===== config.mk =====
export PLATFORM = sky130hd
export DESIGN_NAME = reg_bank_sel
export DESIGN_NICKNAME = d
export VERILOG_FILES = /design/src/rtl/reg_bank_sel.sv
export SDC_FILE = /design/constraint.sdc
export NUM_CORES = 1
export LEC_CHECK = 0
export CORE_MARGIN = 2
export CORE_UTILIZATION = 35
export DETAILED_ROUTE_END_ITERATION = 8
export PLACE_DENSITY_LB_ADDON = 0.08
export SLEW_MARGIN = 20
export SYNTH_ARGS = -nofsm -noshare
export SYNTH_HDL_FRONTEND = slang
export SYNTH_SLANG_ARGS = --single-unit

===== constraint.sdc =====
create_clock -name clk -period 3.06 [get_ports clk]
set_input_delay 0.612 -clock clk [delete_from_list [all_inputs] [get_ports clk]]
set_output_delay 0.612 -clock clk [all_outputs]
set_load 0.1 [all_outputs]

===== src/rtl/reg_bank_sel.sv =====
// rtl/reg_bank_sel.sv - register bank with two registered read ports and a sequenced clear; define REG_BANK_SEL_BYPASS_EN for write-to-read forwarding
module reg_bank_sel #(
  parameter int WIDTH = 8,
  parameter int NREG  = 4,
  localparam int SELW = $clog2(NREG)
) (
  input  logic             clk,
  input  logic             rst,
  input  logic             we,
  input  logic [SELW-1:0]  waddr,
  input  logic [WIDTH-1:0] wdata,
  input  logic             re,
  input  logic [SELW-1:0]  rsel_a,
  input  logic [SELW-1:0]  rsel_b,
  output logic [WIDTH-1:0] rdata_a,
  output logic [WIDTH-1:0] rdata_b,
  output logic             rvalid,
  input  logic             clr_req,
  output logic             busy
);

  typedef enum logic {
    S_IDLE  = 1'b0,
    S_CLEAR = 1'b1
  } state_t;

  state_t           state_q, state_d;
  logic [SELW-1:0]  cidx_q, cidx_d;
  logic [WIDTH-1:0] regs_q [NREG];
  logic [WIDTH-1:0] regs_d [NREG];
  logic [WIDTH-1:0] rdata_a_q, rdata_a_d;
  logic [WIDTH-1:0] rdata_b_q, rdata_b_d;
  logic             rvalid_q, rvalid_d;

  // FSM state and clear index register
  always_ff @(posedge clk) begin
    if (rst) begin
      state_q <= S_IDLE;
      cidx_q  <= '0;
    end else begin
      state_q <= state_d;
      cidx_q  <= cidx_d;
    end
  end

  // Next state plus bank update: writes only land in IDLE, CLEAR zeroes one entry per cycle
  always_comb begin
    state_d = state_q;
    cidx_d  = cidx_q;
    regs_d  = regs_q;
    case (state_q)
      S_IDLE: begin
        if (we) begin
          regs_d[waddr] = wdata;
        end
        // A simultaneous write still lands first; the sweep then zeroes it too
        if (clr_req) begin
          state_d = S_CLEAR;
          cidx_d  = '0;
        end
      end
      S_CLEAR: begin
        regs_d[cidx_q] = '0;
        cidx_d         = cidx_q + 1'b1;
        if (cidx_q == SELW'(NREG - 1)) begin
          state_d = S_IDLE;
        end
      end
      default: begin
        state_d = S_IDLE;
      end
    endcase
  end

  // Read capture: both ports sample on re, otherwise hold; rvalid marks a fresh capture
  always_comb begin
    rdata_a_d = rdata_a_q;
    rdata_b_d = rdata_b_q;
    rvalid_d  = re;
    if (re) begin
      rdata_a_d = regs_q[rsel_a];
      rdata_b_d = regs_q[rsel_b];
`ifdef REG_BANK_SEL_BYPASS_EN
      // Forward the write only when it is actually accepted (IDLE)
      if ((state_q == S_IDLE) && we && (waddr == rsel_a)) begin
        rdata_a_d = wdata;
      end
      if ((state_q == S_IDLE) && we && (waddr == rsel_b)) begin
        rdata_b_d = wdata;
      end
`endif
    end
  end

  // Register bank and read port registers
  always_ff @(posedge clk) begin
    if (rst) begin
      regs_q    <= '{default: '0};
      rdata_a_q <= '0;
      rdata_b_q <= '0;
      rvalid_q  <= 1'b0;
    end else begin
      regs_q    <= regs_d;
      rdata_a_q <= rdata_a_d;
      rdata_b_q <= rdata_b_d;
      rvalid_q  <= rvalid_d;
    end
  end

  assign rdata_a = rdata_a_q;
  assign rdata_b = rdata_b_q;
  assign rvalid  = rvalid_q;
  assign busy    = (state_q == S_CLEAR);

endmodule

==> impl_metrics.json <==
{
  "cp-startpoint": "rst",
  "synth.avg_cell_area_um2": 11.36,
  "postCtsSetupBuffers": 0,
  "final.setup.tns_ns": 0,
  "rrSetupSlack_ns": 1.31,
  "crit_path_cell_trace": "clkdlybuf4s50_1 -> a21oi_1 -> nand3_1 -> o21ai_1",
  "ff2ff_path_depth": 3,
  "port_buffers": 36,
  "setup_viol": 0,
  "grt_pass1_wl_um": 8569,
  "finalPower_mw": 1.256,
  "min_period_ns": 2.072,
  "drive_above_1_share_pct": 20.85,
  "vias": 1638,
  "drt-total-wl_um": 5166,
  "ir_drop_uv": 224.6,
  "area_growth_pct": 20.70,
  "rsz0062_at_grt": "no",
  "ys_types": 23,
  "worstMarginPinSlew_ns": 0.8295,
  "worstPathMaxFanout": 14,
  "end_kind": "flop",
  "drc": 0,
  "gp_congestion": 0.6998,
  "cp.required_ns": 3.30,
  "cts_tree": "yes",
  "fillers": 640,
  "ys_seq_area_share_pct": 45.81,
  "antenna_cells": 0,
  "antenna_found_initial": 0,
  "cts_resized": 0,
  "clock_latency_ns": 0.30,
  "critPathLaunchType": "input port",
  "chipHeight_um": 84.57,
  "slew_headroom_pct": 44.70,
  "status": "complete, no violations",
  "ios": 37,
  "fmax_ghz": 0.4826,
  "synth_fp_nets": 224,
  "p_per_area_nw_per_um2": 457.9,
  "first_pass_iters": 4,
  "ys_warn_count": 0,
  "hpwlAfterDp_um": 3591,
  "cts_hold_buf": 0,
  "most-common-layout-cells": "dfxtp_1 (52), buf_4 (25), nor2_1 (19)",
  "cts_buffers": 5,
  "syn_area_um2": 2272,
  "fin_worst_skew_ns": 0.006788,
  "mostFrequentLayoutCell": "dfxtp_1",
  "clockBufferDepth": 2,
  "die_area_um2": 7152,
  "wl_per_cell_um": 16.56,
  "hp-class": "flop to flop",
  "drv_cap": 0,
  "cts_num_sinks": 52,
  "path_clk_slew_ns": 0.09,
  "min_to": "regs_q[9]",
  "grt-ovfl-total": 0,
  "die_w_um": 84.57,
  "finalCritPeriodShare_pct": 67.72,
  "critPathBufInv": 1,
  "reg2reg_to": "regs_q[24]",
  "power.leakage_nw": 1.072,
  "final_hold_viol_count": 0,
  "crit_family": "compound AO/OA/AOI/OAI gates",
  "r2r_start": "busy",
  "htreeDepth": 2,
  "drt-vias-per-instance": 5.250,
  "slew_violations": 0,
  "syn-instance-count": 200,
  "root_buffer": "clkbuf_8",
  "core_area_um2": 6314,
  "crit_arrival_ns": 2.31,
  "critical_path_class": "input port to flop",
  "cp_slowest_cell": "a21oi_1",
  "grt_pass1_vias": 1676,
  "whs_path_depth": 2,
  "hold_path_startpoint": "regs_q[9]",
  "final_nets": 259,
  "drt_iter0_markers": 62,
  "grt_max_degree": 18,
  "grt_usage_pct": 15.41,
  "ys_ff_latch": 52,
  "rows": 29,
  "slowest_delay_ns": 0.77,
  "ant_nets": 0,
  "start_util_pct": 35.99
}
## cell families (layout without fill, tap and decap cells)
kind of cell / after synthesis / after routing / share of synthesized area (%)
AO/OA/AOI/OAI: 40 / 40 / 11.73
multiplexers: 33 / 33 / 23.35
AND/OR/NAND/NOR: 52 / 52 / 12.72
buffers and inverters: 18 / 53 / 3.634
adder cells (fa/ha/maj): 5 / 5 / 2.753
flip-flops: 52 / 52 / 45.82
## worst min-delay path: cells and delay by family, from the launching register on
kind | cells | cell delay, ns
AO/OA/AOI/OAI | 1 | 0.05
AND/OR/NAND/NOR | 1 | 0.06
flip-flops | 1 | 0.33
## stage by stage
stage               std cells  area [um^2]  util (%)  setup slack [ns]  hold slack, ns
finish                    312         2743     43.44            0.9878          0.4739
global route              312         2743     43.44            0.7635          0.4971
CTS                       312         2743     43.44            0.9645          0.4775
detailed placement        305         2665     42.21            0.6236          0.4649
global placement          305         2665     42.21            0.6380          0.4609
floorplan                 200         2272         -             1.083          0.4445
## where the power goes
group | leakage (nW) | switching, mW | internal [mW] | total, mW
Sequential | 0.421 | 0.0159 | 0.694 | 0.710
Clock | 0.0410 | 0.216 | 0.156 | 0.372
Combinational | 0.609 | 0.103 | 0.0716 | 0.174
## final cells by class
cell class | count | area, um^2 | area share (%)
timing repair buffer | 43 | 367.9 | 13.41
inverter | 3 | 11.26 | 0.4106
clock buffer | 6 | 72.57 | 2.646
clock inverter | 1 | 5.005 | 0.1825
sequential | 52 | 1041 | 37.96
tap | 77 | 96.34 | 3.513
multi-input combinational | 130 | 1149 | 41.88
## registers in the layout, summed over array words and instances (netlist names)
name and flops:
regs_q 32, rdata_a 8, rdata_b 8, cidx_q 2
busy 1, rvalid 1
## synth_stat cells
master / number / area [um^2]
dfxtp_1: 52 / 1041
mux2i_1: 17 / 170.2
nand2b_1: 8 / 50.05
clkbuf_1: 8 / 30.03
mux4_2: 16 / 360.4
nand2_1: 1 / 3.750
nor4_2: 1 / 12.51
nand4bb_1: 1 / 11.26
o21a_1: 1 / 7.510
o31a_1: 1 / 8.760
nor2b_1: 1 / 6.260
inv_1: 3 / 11.26
or4b_1: 1 / 10.01
ha_1: 5 / 62.56
buf_6: 1 / 11.26
nor3b_1: 2 / 15.01
a22o_1: 16 / 140.1
nor2_1: 19 / 71.32
a21oi_1: 6 / 30.03
nor4b_4: 1 / 23.77
o21ai_1: 16 / 80.08
buf_2: 6 / 30.03
nand3_1: 17 / 85.08
## layer usage
metal / part of all wire, % / wire length [um] / vias to the layer above / track usage, %
met4: 0.85 / 44 / 0 / 4.040
met2: 48 / 2456 / 36 / 26.06
met3: 4.4 / 225 / 6 / 3.638
li1: - / - / 814 / -
met5: 0 / 0 / - / 0
met1: 47 / 2440 / 782 / 19.86
## worst max-delay path by stage
stage | to | slack (ns) | cells after the start
after floorplan | regs_q[16] | 1.08 | 4
after global placement | rdata_b[7] | 0.64 | 5
after detailed placement | regs_q[14] | 0.62 | 4
after CTS | regs_q[14] | 0.96 | 4
after global routing | regs_q[10] | 0.76 | 4
final | regs_q[12] | 0.99 | 4
No activity file was read; power rests on OpenSTA's default activity.
